$ cat src/rtl/neo_sample_writer.sv
// Buffers one frame of M narrowed samples into memory and hands it to the NEO calculator.
// Optional clamping instead of wrap-around is enabled by defining NEO_SAMPLE_SAT_EN.
module neo_sample_writer #(
  parameter int unsigned N  = 8,
  parameter int unsigned M  = 16,
  parameter int unsigned IW = 12
) (
  input  logic                    Clk,
  input  logic                    reset,
  input  logic signed [IW-1:0]    in_data,
  input  logic                    in_valid,
  output logic                    in_ready,
  output logic                    we,
  output logic [$clog2(M):0]      waddr,
  output logic signed [N-1:0]     wdata,
  output logic                    frame_valid,
  input  logic                    frame_ack,
  output logic [7:0]              frame_cnt,
  output logic                    sat_seen
);

  localparam int unsigned AW = $clog2(M) + 1;
  localparam logic [AW-1:0] LastAddr = AW'(M - 1);

  typedef enum logic [1:0] {StFill, StLast, StHandoff} state_e;

  state_e               state_q, state_d;
  logic [AW-1:0]        wr_ptr_q;
  logic                 accept, last_accept, ack_take;
  logic signed [N-1:0]  narrow;
  logic                 clamp;

  assign accept      = in_valid && (state_q == StFill);
  assign last_accept = accept && (wr_ptr_q == LastAddr);
  assign ack_take    = frame_ack && (state_q == StHandoff);
  assign in_ready    = (state_q == StFill);
  assign frame_valid = (state_q == StHandoff);

`ifdef NEO_SAMPLE_SAT_EN
  localparam logic signed [IW-1:0] MaxV = {{(IW-N+1){1'b0}}, {(N-1){1'b1}}};
  localparam logic signed [IW-1:0] MinV = {{(IW-N+1){1'b1}}, {(N-1){1'b0}}};

  always_comb begin
    clamp  = 1'b0;
    narrow = in_data[N-1:0];
    if (in_data > MaxV) begin
      clamp  = 1'b1;
      narrow = MaxV[N-1:0];
    end else if (in_data < MinV) begin
      clamp  = 1'b1;
      narrow = MinV[N-1:0];
    end
  end
`else
  // Upper input bits are intentionally dropped (two's-complement wrap).
  logic unused_in;
  assign unused_in = ^in_data;
  assign narrow    = in_data[N-1:0];
  assign clamp     = 1'b0;
`endif

  always_comb begin
    state_d = state_q;
    unique case (state_q)
      StFill:    if (last_accept) state_d = StLast;
      StLast:    state_d = StHandoff;
      StHandoff: if (frame_ack) state_d = StFill;
      default:   state_d = StFill;
    endcase
  end

  always_ff @(posedge Clk) begin
    if (reset) begin
      state_q   <= StFill;
      wr_ptr_q  <= '0;
      we        <= 1'b0;
      waddr     <= '0;
      wdata     <= '0;
      frame_cnt <= '0;
      sat_seen  <= 1'b0;
    end else begin
      state_q <= state_d;
      we      <= accept;
      if (accept) begin
        waddr    <= wr_ptr_q;
        wdata    <= narrow;
        wr_ptr_q <= last_accept ? '0 : wr_ptr_q + AW'(1);
        if (clamp) sat_seen <= 1'b1;
      end
      if (ack_take) begin
        wr_ptr_q  <= '0;
        frame_cnt <= frame_cnt + 8'd1;
        sat_seen  <= 1'b0;
      end
    end
  end

endmodule

$ cat config.mk
export PLATFORM = sky130hd
export DESIGN_NAME = neo_sample_writer
export DESIGN_NICKNAME = d
export VERILOG_FILES = /design/src/rtl/neo_sample_writer.sv
export SDC_FILE = /design/constraint.sdc
export NUM_CORES = 1
export LEC_CHECK = 0
export ABC_AREA = 1
export CORE_MARGIN = 2
export CORE_UTILIZATION = 40
export CTS_CLUSTER_SIZE = 14
export DETAILED_ROUTE_END_ITERATION = 10
export DONT_BUFFER_PORTS = 1
export GPL_TIMING_DRIVEN = 0
export HOLD_SLACK_MARGIN = 0.08
export PLACE_DENSITY = 0.65
export SLEW_MARGIN = 10
export SYNTH_ARGS = -nofsm -noshare
export SYNTH_HDL_FRONTEND = slang
export SYNTH_SLANG_ARGS = --single-unit
$ cat constraint.sdc
create_clock -name Clk -period 1.7 [get_ports Clk]
set_input_delay 0.085 -clock Clk [delete_from_list [all_inputs] [get_ports Clk]]
set_output_delay 0.085 -clock Clk [all_outputs]
set_load 0.005 [all_outputs]
======== After elaboration in Yosys (flattened, before gate mapping) ========
Index checks and enable logic that the tools add are counted.
operators by class
  $add $sub $neg .......................... 2
  equality and inequality tests ........... 5
  multiplexer cells ....................... 4
  reductions and logical operators ........ 6
operator list
  kind                   number
  $add A8 B1 Y8 const B  1
  $pmux W2 S3            1
  $add A5 B1 Y5 const B  1
  $eq A5 B4 Y1 const B   1
  $mux W5                1
  $mux W2                2
  $ne A2 B1 Y1 const B   2
  $logic_and A1 B1 Y1    3
  $eq A2 B1 Y1 const B   1
  $eq A2 B2 Y1 const B   1
  $logic_not A2 Y1       1
  $reduce_and A2 Y1      1
  $reduce_or A2 Y1       1
storage, ports and cells
  flip-flop bits (word level) ............. 29
  input bits .............................. 16
  word-level logic and storage cells ...... 23

======== Logic depth before layout (Yosys ltp) ========
  word-level depth ........................ 5
  depth in mapped cells ................... 7
  depth with buffers taken out ............ 7

======== Worst setup path before layout ========
No wires, ideal clock.
  path type ............................... register -> register
  start ................................... register wr_ptr_q[1]
  end ..................................... register wr_ptr_q[4]
  arrival ................................. 1156 ps
  data required time ...................... 1642 ps
  setup slack ............................. 487 ps
  cell stages (with the launch flop) ...... 7
  path buffers ............................ 0
  clock period less this slack ............ 1213 ps
  path through ............................ dfxtp_1 -> ha_1 -> inv_1 -> nor3_1 -> ha_1 -> nor3_1 -> o21a_1
on the way
  word-level cells in the longest chain between the ends .. 3
RTL lines
  item                                                   RTL line  text
  from (decl)                                            28        logic [AW-1:0] wr_ptr_q;
  from (signal assigned)                                 87        wr_ptr_q <= last_accept ? '0 : wr_ptr_q + AW'(1);
  branches (longest 2 deep; another with $add A5 B1 Y5)  n/a
  $mux W5 (*)                                            87
Mark *: on every way between the ends.
A chain may end at the register's enable or synchronous reset.

======== Worst setup path after layout ========
  start ................................... register state_q[0]
  end ..................................... register frame_cnt[0]
on the way
  word-level cells in the longest chain between the ends .. 2
RTL lines
  item                    RTL line  text
  from (decl)             27        state_e state_q, state_d;
  from (signal assigned)  74        state_q <= StFill;
  from (signal assigned)  82        state_q <= state_d;
  $eq A2 B2 Y1            35        assign ack_take = frame_ack && (state_q == StHandoff);
  $logic_and A1 B1 Y1     35
  to (signal assigned)    92        frame_cnt <= frame_cnt + 8'd1;
  to (decl)               18        output logic [7:0] frame_cnt,
Every way passes these cells.

==> flow_summary_export.csv <==
group,metric,value,unit
cells_and_area,num-nets-final,191,
cells_and_area,layout_common_cells,"nor2_1 (36), dfxtp_1 (29), nand2_1 (18)",
worst_setup_path,r2r_slack,0.18,ns
status,violations,"DRC",
cts,post_cts_buffers,0,
yosys,ys_ff_latch,29,
detailed_routing,num_vias,1027,
cts,h-tree-depth,2,
cells_and_area,final_common_cell,"nor2_1",
placement,gp_congestion,0.756,
power,power.internal,991,uW
yosys,syn_area,1200,sq um
floorplanning,die_y,58.9,um
floorplanning,dieArea,3470,sq um
cts,numCtsBuffers,5,
worst_setup_path,start_kind,"flip-flop",
cells_and_area,final_util,0.511,
status,outcome,"complete, but fails checks",
floorplanning,die_w,58.9,um
timing,fin_setup_tns,0,ns
power,power.density,912,nW/um^2
cells_and_area,syn_to_final_growth,19.0,%
power,p_sw,317,uW
global_route,grt_pass1_vias,984,
floorplanning,initial_core_util,0.430,
power,power_switching_share,0.243,
timing,post-route-period-util,0.892,
cts,cts_sinks,29,
timing,drv_slew,0,
detailed_routing,detail-route-antenna-nets,0,
worst_setup_path,crit_type,"flip-flop to flip-flop",
yosys,ys_seq_area_frac,0.482,
cts,cts_tree,"built",
detailed_routing,via_per_inst,5.03,
global_route,grt_overflow,0,
floorplanning,num_rows,19,
floorplanning,coreArea,2810,sq um
placement,io_buffers,0,
yosys,yosys_warnings,0,
worst_setup_path,crit_chain,"inv_1, nand3_4, xor2_1, nor2_1, dlygate4sd3_1",
cells_and_area,fillers,269,
placement,pre_cts_slack,0.394,ns
detailed_routing,wirelength,2.48,mm
yosys,synth_nets,172,
placement,hpwl,1.79,mm
global_route,grt_max_degree,11,
cts,clockRootBuffer,"clkbuf_4",
yosys,netlist_instances,153,
timing,rsz0062_at_grt,"no",
power,clkPwrFrac,0.370,
timing,layout_min_cycle_time,1.52,ns
cts,clk_pin_slew,0.09,ns
global_route,grt_pass1_wl,4.14,mm
worst_setup_path,required,1.92,ns
worst_setup_path,slowest_stage,"dlygate4sd3_1",
run,max_cap_violations,0,
yosys,synth.distinct_cells,25,
detailed_routing,drc,3,
power,peakVddDrop,0.436,mV
timing,skew,0.00818,ns
power,seqPwrFrac,0.554,
worst_setup_path,worstSetupEndpointType,"flip-flop",
worst_setup_path,cp_slowest_stage_delay,0.56,ns
timing,setup_viol,0,
detailed_routing,wire_per_inst,12.1,um
timing,setup_ws,0.184,ns
timing,hold_viol,0,
timing,fmax,660,MHz
timing,fin_worst_hold_slack,0.446,ns
power,power_leakage,0.000588,uW
cells_and_area,drive_gt1_frac,0.116,
detailed_routing,drtIter0Drc,69,
min_path,hp-class,"input port to flip-flop",
detailed_routing,first_pass_iters,7,
worst_setup_path,cp_max_fo,6,
global_route,antenna_found_initial,0,
yosys,synth.avg_cell_area,7.88,sq um
power,combPwrFrac,0.076,
cells_and_area,antenna_cells,0,
worst_setup_path,cp.arrival,1.74,ns
global_route,grt_usage,0.161,
floorplanning,io_pins,41,
cts,clk_latency,0.33,ns
cts,clockBufferDepth,2,
==> area by class of cell <==
class	instances	area (sq um)	share of cell area
sequential	29	581	0.405
multi-input combinational	105	526	0.366
timing repair buffer	12	120	0.0838
clock buffer	7	65.1	0.0454
inverter	15	61.3	0.0428
tap	31	38.8	0.0271
buffer	4	37.5	0.0262
clock inverter	1	5.00	0.00349
==> routing by layer <==
layer,vias up,share of wire,global-route usage,wire length (um)
met5,-,0,0,0
met4,0,0.015,0.0617,38
met3,4,0.069,0.0879,172
met2,26,0.49,0.265,1210
met1,467,0.42,0.174,1050
li1,530,-,-,-
==> final timing paths <==
path | from | end | depth (start not counted)
setup / recovery | state_q[0] | frame_cnt[0] | 5
hold / removal | in_data[6] | wdata[6] | 3
setup reg to reg | state_q[0] | frame_cnt[0] | 5
hold reg to reg | wr_ptr_q[3] | wr_ptr_q[3] | 2
==> cell families after synthesis <==
logic type	count (synthesis)	share of synthesized area
buffers and inverters	19	0.0820
AO/OA/AOI/OAI	27	0.114
AND/OR/NAND/NOR	72	0.273
flip-flops	29	0.482
adder cells (fa/ha/maj)	3	0.0312
other	1	0.00311
XOR/XNOR	2	0.0145
==> critical path: cells and delay by family, from the launching register on <==
family        cells  cell delay (ns)
buf+inv           2             0.66
flops             1             0.42
simple gates      2             0.18
xor+xnor          1             0.16
==> cell usage after synthesis, drive strengths merged <==
master	count	area [sq um]
a21oi	11	55.1
buf	3	33.8
clkbuf	1	3.75
clkinv	1	3.75
conb	1	3.75
dfxtp	29	581
ha	3	37.5
inv	14	57.6
nand2	19	78.8
nand3	8	52.6
nand4	1	6.26
nor2	41	176
nor3	3	15.0
o21a	1	7.51
o21ai	15	75.1
xor2	2	17.5
==> stage by stage <==
step	cells	instance area [sq um]	power [uW]
2_1_floorplan	153	1200	798
3_3_place_gp	184	1240	812
3_5_place_dp	184	1240	818
4_1_cts	204	1430	1320
5_1_grt	204	1430	1370
6_report	204	1430	1310
==> power groups by stage <==
stage	sequential [uW]	clock (uW)	combinational [uW]
after floorplan	736	0	62.3
after global placement	740	0	72.2
after detailed placement	741	0	76.7
after CTS	725	493	101
after global routing	728	529	112
final	725	483	99.9
==> what timing repair did <==
action | CTS | global route
hold buffers | 12 | 0
hold endpoints to repair | 22 | 0
gates resized for setup | 0 | 0
==> state kept, by name, indices dropped and copies added, names as in the netlist <==
name and flops:
wr_ptr_q 5, state_q 2, frame_cnt 8, waddr 5
wdata 8, we 1
Power figures use the tool's default switching activity.
